--- config.mk ---
export PLATFORM = sky130hd
export DESIGN_NAME = bin_to_bcd_seq
export DESIGN_NICKNAME = d
export VERILOG_FILES = /design/src/rtl/bcd_pkg.sv /design/src/rtl/bcd_add3.sv /design/src/rtl/bin_to_bcd_seq.sv
export SDC_FILE = /design/constraint.sdc
export NUM_CORES = 1
export LEC_CHECK = 0
export ABC_AREA = 1
export BUFFER_PORTS_ARGS = -buffer_cell sky130_fd_sc_hd__buf_4
export CAP_MARGIN = 10
export CORE_ASPECT_RATIO = 2
export CORE_UTILIZATION = 56
export DETAILED_ROUTE_END_ITERATION = 6
export MAX_ROUTING_LAYER = met4
export PLACE_DENSITY = 0.77
export SYNTH_ARGS = -nofsm -noshare
export SYNTH_HDL_FRONTEND = slang
export SYNTH_HIERARCHICAL = 1
export SYNTH_SLANG_ARGS = --single-unit
--- constraint.sdc ---
create_clock -name clk -period 3.9 [get_ports clk]
set_clock_uncertainty 0.05 [all_clocks]
set_input_delay 0.585 -clock clk [delete_from_list [all_inputs] [get_ports clk]]
set_output_delay 0.585 -clock clk [all_outputs]
set_load 0.1 [all_outputs]
--- src/rtl/bcd_pkg.sv ---
// rtl/bcd_pkg.sv - shared types and constants for the sequential binary-to-BCD converter
package bcd_pkg;

  localparam int BCD_DIGITS = 4;
  localparam int BCD_MAX    = 9999;

  typedef enum logic [1:0] {
    IDLE,
    SHIFT,
    DONE
  } bcd_state_t;

  typedef logic [3:0] bcd_digit_t;

endpackage

--- src/rtl/bcd_add3.sv ---
// rtl/bcd_add3.sv - double-dabble nibble correction: add 3 when the digit is 5 or more
module bcd_add3
  import bcd_pkg::*;
(
  input  bcd_digit_t nib,
  output bcd_digit_t fix
);

  assign fix = (nib >= 4'd5) ? bcd_digit_t'(nib + 4'd3) : nib;

endmodule

--- src/rtl/bin_to_bcd_seq.sv ---
// rtl/bin_to_bcd_seq.sv - sequential shift-and-add-3 converter feeding the 4-digit display
// Optional macro BCD_OVF_HEX_EN: show overflowed inputs as raw hex instead of saturating to 9999.
module bin_to_bcd_seq
  import bcd_pkg::*;
#(
  parameter int WIDTH   = 14,
  parameter int MAX_VAL = BCD_MAX
) (
  input  logic             clk,
  input  logic             rst_n,
  input  logic             start,
  input  logic [WIDTH-1:0] bin,
  output logic             busy,
  output logic             done,
  output logic             ovf,
  output bcd_digit_t       dig0,
  output bcd_digit_t       dig1,
  output bcd_digit_t       dig2,
  output bcd_digit_t       dig3
);

  localparam int SW = 16 + WIDTH;
  localparam int CW = $clog2(WIDTH + 1);

  bcd_state_t    state, state_nxt;
  logic [SW-1:0] sreg, sreg_nxt;
  logic [CW-1:0] cnt, cnt_nxt;
  logic          ovf_path, ovf_path_nxt;
  logic          settle, settle_nxt;
  logic          load;
  logic          over;
  logic [15:0]   bcd_corr;
  logic [SW-1:0] shifted;
  logic [15:0]   result;

  // BCD field sits above the binary field; each nibble is corrected before the shift
  for (genvar g = 0; g < BCD_DIGITS; g++) begin : g_add3
    bcd_add3 u_add3 (
      .nib (sreg[WIDTH + 4*g +: 4]),
      .fix (bcd_corr[4*g +: 4])
    );
  end

  assign shifted = {bcd_corr, sreg[WIDTH-1:0]} << 1;
  assign over    = ($unsigned(32'(bin)) > $unsigned(32'(MAX_VAL)));
  assign busy    = (state == SHIFT);

  always_comb begin
    result = sreg[SW-1:WIDTH];
    if (ovf_path) begin
`ifdef BCD_OVF_HEX_EN
      result = 16'(sreg[WIDTH-1:0]);
`else
      result = 16'h9999;
`endif
    end
  end

  always_comb begin
    state_nxt    = state;
    sreg_nxt     = sreg;
    cnt_nxt      = cnt;
    ovf_path_nxt = ovf_path;
    settle_nxt   = settle;
    load         = 1'b0;
    case (state)
      IDLE: begin
        if (start) begin
          sreg_nxt     = {16'h0000, bin};
          cnt_nxt      = '0;
          ovf_path_nxt = over;
          settle_nxt   = over;
          state_nxt    = over ? DONE : SHIFT;
        end
      end
      SHIFT: begin
        sreg_nxt = shifted;
        cnt_nxt  = cnt + 1'b1;
        if (cnt == CW'(WIDTH - 1)) state_nxt = DONE;
      end
      DONE: begin
        // overflow results linger one extra cycle so their latency is a fixed two edges
        if (settle) begin
          settle_nxt = 1'b0;
        end else begin
          load      = 1'b1;
          state_nxt = IDLE;
        end
      end
      default: state_nxt = IDLE;
    endcase
  end

  always_ff @(posedge clk or negedge rst_n) begin
    if (!rst_n) begin
      state    <= IDLE;
      sreg     <= '0;
      cnt      <= '0;
      ovf_path <= 1'b0;
      settle   <= 1'b0;
      done     <= 1'b0;
      ovf      <= 1'b0;
      dig0     <= '0;
      dig1     <= '0;
      dig2     <= '0;
      dig3     <= '0;
    end else begin
      state    <= state_nxt;
      sreg     <= sreg_nxt;
      cnt      <= cnt_nxt;
      ovf_path <= ovf_path_nxt;
      settle   <= settle_nxt;
      done     <= load;
      if (load) begin
        dig0 <= result[3:0];
        dig1 <= result[7:4];
        dig2 <= result[11:8];
        dig3 <= result[15:12];
        ovf  <= ovf_path;
      end
    end
  end

endmodule
==> metrics, run 1 <==
CP Class flop to output port; CP Data Required Time 3.26 ns; Critical Path AT approximately 1.7 ns; post-route cell area 0.00333 mm²; HP Class input pin to async pin; drt drc 0; minimum clock period after layout between 2 and 2.5 ns; nature of the critical path startpoint flop; Worst slew margin 0.358; ANT cells 0; ANT nets after route 0; Max Cap Violations 0; Fillers roughly 460; Mapped Area 0.00299 mm²; first-pass GRT wire length a little under 10 mm; Post-CTS Setup Inserts 0; CP Capture Type output port; Setup WS post-layout between 1.5 and 2 ns; Placed Area approximately 0.0033 mm²; Pre-Repair DR Iteration Count 4; drt via density roughly 5.3; All-Layer GR Usage 0.236; initial antenna violation count 0; Post-Route WL approximately 5.5 mm; area grow syn2layout 11.6%; pre-CTS setup slack about 1.9 ns; Initial Utilization 0.581; Hold-fix buffers, CTS 0; final setup violating endpoints 0; layout cells sized above 1 0.275; run status complete, no violations; Crit Reg-Reg Endpoint state[1]; vias in the first global route ~2300; Syn Area/Cell 9.03 µm²; post-synthesis instance total 331; clk_lat worst skew slightly above 0.3 ns; Clock Path Buffers 2; RSZ-0062 raised after global routing no; clock sink count between 50 and 60; largest net degree at the start of global routing 57; Tcrit/Tclk final 0.602; post-CTS sizing 0; die area 0.00565 mm²; worst reg-to-reg setup slack ~1.9 ns; Synth Net Count about 360; setup tns final 0 ns; CTS clk-pin slew, worst paths roughly 0.090 ns; die height around 110 µm; Die W 53.7 µm; Final Hold Fails 0; actual transition at the worst max-transition pin between 0.9 and 1 ns; overall via count from detail_route between 2000 and 2500; Num CTS Buffers 5; f_max 0.426 GHz; synth warn 6; TritonCTS clock tree built; DRT iter0 DRCs 50; Critical R2R Launch state[1]; multi-input logic area roughly 0.0013 mm²; worst-path fanout max 44; root buffer cell clkbuf_8; H-Tree Depth 2; FF-to-FF path depth 5; fin nets 391; Routed WL per cell 13.1 µm; register area 0.00140 mm²; Ports 36; core area just over 0.005 mm²; Row Count 37; Detail Placement HPWL roughly 3.9 mm; Port Buffers 35; max-slew violations 0; GRT overflow 0; GPL Wtd Cong slightly above 0.8; final hold slack about 0.26 ns
-- worst max-delay path, stage by stage (launching register included) --
cell,delay (ns)
dfrtp_1,0.44
nor2_4,0.14
buf_4,0.43
buf_4,0.38
-- registers in the layout, summed over array words and instances (netlist names) --
register  flops
sreg         30
cnt           4
dig0          4
dig1          4
dig2          4
dig3          4
state         2
done          1
ovf           1
ovf_path      1
settle        1
-- metrics by stage --
step           std cells   util
2_1_floorplan        331      -
3_3_place_gp         415  0.633
3_5_place_dp         415  0.633
4_1_cts              422  0.649
5_1_grt              422  0.649
6_report             422  0.649
-- final cells by class --
cell class | count | area share
clock buffer | 5 | 0.0206
sequential | 56 | 0.420
clock inverter | 2 | 0.00375
tap | 58 | 0.0218
multi-input combinational | 210 | 0.390
timing repair buffer | 36 | 0.0811
inverter | 55 | 0.0627
-- layout by cell type (no fill, tap or decap), types with 5 or more instances in the layout --
master and n:
nor2_1 18, inv_2 7, a2bb2oi_1 8, nand2_1 71, o21ai_2 20, buf_4 36
o21ai_0 32, clkbuf_8 5, o211ai_2 8, ha_1 10, inv_1 47, nor2_4 9
nand2_2 6, dfrtp_1 56, nand3_1 9, o211ai_1 5
-- layer usage --
layer,GRT usage,vias to the layer above,wire (µm)
met2,0.398,40,2920
met4,0.103,0,120
met3,0.0361,9,155
met5,-,-,0
met1,0.263,1079,2320
li1,-,1124,-
-- how the worst max path moves through the flow --
stage	startpoint	to	slack [ns]	cells after the start
floorplan	state[1]	busy	1.63	2
global placement	state[1]	busy	1.91	3
detailed placement	state[1]	busy	1.89	3
CTS	state[1]	busy	1.53	3
global route	state[1]	busy	1.46	3
finish	state[1]	busy	1.55	3
Power of run 1 is not shown: default switching activity piles up to over one toggle a cycle in this logic, so the estimate is an artifact.
==> run 2: changes to the inputs <==
--- a/config.mk
+++ b/config.mk
@@ -5,14 +5,14 @@
 export SDC_FILE = /design/constraint.sdc
 export NUM_CORES = 1
 export LEC_CHECK = 0
-export ABC_AREA = 1
+export ABC_AREA = 0
 export BUFFER_PORTS_ARGS = -buffer_cell sky130_fd_sc_hd__buf_4
 export CAP_MARGIN = 10
 export CORE_ASPECT_RATIO = 2
-export CORE_UTILIZATION = 56
+export CORE_UTILIZATION = 52
 export DETAILED_ROUTE_END_ITERATION = 6
 export MAX_ROUTING_LAYER = met4
-export PLACE_DENSITY = 0.77
+export PLACE_DENSITY = 0.76
 export SYNTH_ARGS = -nofsm -noshare
 export SYNTH_HDL_FRONTEND = slang
 export SYNTH_HIERARCHICAL = 1
==> constraint.sdc (replaced) <==
create_clock -name clk -period 1.9 [get_ports clk]
set_clock_uncertainty 0.05 [all_clocks]
set_input_delay 0.285 -clock clk [delete_from_list [all_inputs] [get_ports clk]]
set_output_delay 0.285 -clock clk [all_outputs]
set_load 0.1 [all_outputs]
==> metrics, run 2 <==
Port Buffers 35; nature of the critical path startpoint flop; Top reg by flops sreg; Worst slew margin 0.540; P_leak 1.62 nW; Die W between 50 and 60 µm; HP Class input pin to flop; first-pass GRT wire length approximately 8.5 mm; multi-input logic area 0.00121 mm²; Placed Area between 0.003 and 0.004 mm²; worst reg-to-reg setup slack around 0.35 ns; overall via count from detail_route 2033; Max Cap Violations 0; CTS clk-pin slew, worst paths 0.09 ns; Row Count 37; Tot Pwr about 6.0 mW; actual transition at the worst max-transition pin approximately 0.69 ns; die area 0.00562 mm²; Post-CTS Setup Inserts 0; Clock Path Buffers 2; Num CTS Buffers 5; Tcrit/Tclk final 0.921; Post-Route WL around 5 mm; synth warn 6; All-Layer GR Usage 0.211; Routed WL per cell roughly 14 µm; Detail Placement HPWL ~3.6 mm; layout cells sized above 1 0.181; Syn Area/Cell between 10 and 15 µm²; Final Hold Fails 0; DRT iter0 DRCs 22; final setup violating endpoints 0; post-synthesis instance total about 270; commonest non-fill, non-tap cell in the layout nand2_1; Cell Pwr Density 1880 mW/mm²; CP Capture Type output port; max reg flops 30; ANT nets after route 0; GRT overflow 0; register area ~0.0014 mm²; most frequent cells in the layout nand2_1, dfrtp_1, buf_4; Critical Path AT ~1.4 ns; clock sink count 56; ANT cells 0; Mapped Area about 0.0028 mm²; CP Data Required Time between 1.5 and 2 ns; setup tns final 0 ns; drt drc 0; core area 0.00514 mm²; minimum clock period after layout around 1.7 ns; initial antenna violation count 0; die height approximately 100 µm; largest net degree at the start of global routing 57; TritonCTS clock tree built; root buffer cell clkbuf_8; RSZ-0062 raised after global routing no; CP Class flop to output port; Synth Net Count about 300; Pre-Repair DR Iteration Count 6; maximum vdd drop between 1 and 1.5 mV; H-Tree Depth 2; max-slew violations 0; GPL Wtd Cong approximately 0.81; worst-path fanout max 8; f_max around 0.57 GHz; run status complete, no violations; drt via density approximately 5.5; post-route cell area 0.00319 mm²; clk_lat worst skew 0.31 ns; area grow syn2layout 15.7%; Ports 36; fin nets between 300 and 400; Fillers roughly 450; vias in the first global route approximately 1900; Initial Utilization 0.537
run 2: worst max-delay path, cell delays in order (launching register included):
cell and delay (ns):
dfrtp_1 0.46, inv_1 0.12, nand2_1 0.13, inv_2 0.15, buf_6 0.24
run 2: path summary, 6_finish.rpt:
| kind | from | to | depth (start not counted) |
|---|---|---|---|
| max | state[1] | busy | 4 |
| min | bin[2] | sreg[2] | 3 |
| max reg2reg | sreg[15] | sreg[16] | 6 |
| min reg2reg | dig1[3] | dig1[3] | 2 |
| max in group asynchronous | rst_n | sreg[24] | 2 |
| min in group asynchronous | rst_n | dig0[0] | 2 |
run 2: per-stage QoR:
| stage | utilization | std cells | hold slack [ns] | worst slack [ns] |
|---|---|---|---|---|
| after global placement | 0.593 | 360 | 0.329 | 0.389 |
| after floorplan | - | 274 | -0.0606 | 0.354 |
| after detailed placement | 0.593 | 360 | 0.329 | 0.374 |
| final | 0.621 | 368 | 0.211 | 0.150 |
| after CTS | 0.620 | 368 | 0.211 | 0.0208 |
| after global routing | 0.621 | 368 | 0.204 | 0.0612 |
run 2: power by group:
part           internal, mW  total [mW]  leakage [nW]  switching (mW)
clock network         0.519       0.897        0.0642           0.378
registers              1.66        2.11         0.727           0.457
logic                  1.02        2.99         0.825            1.97
total                  3.20        6.00          1.62            2.80
run 2: what timing repair did:
action / CTS / global route
hold buffers: 1 / 0
hold endpoints to repair: 16 / 0
resized for setup: 0 / 2
endpoints found under the setup margin: 0 / 1
run 2: cell type report:
type / instances / area share
flip-flops and latches: 56 / 0.439
multi-input cells: 194 / 0.379
inverters: 12 / 0.0165
well taps: 58 / 0.0228
clock buffers: 5 / 0.0216
repair buffers: 41 / 0.102
clock inverters: 2 / 0.0188
run 2: metal layers:
layer / vias up / wire length [µm] / global-route usage
met4: 0 / 117 / 0.0846
met2: 42 / 2760 / 0.364
li1: 1002 / - / -
met1: 981 / 1990 / 0.225
met5: - / 0 / -
met3: 8 / 143 / 0.0393
Power figures use the tool's default switching activity.
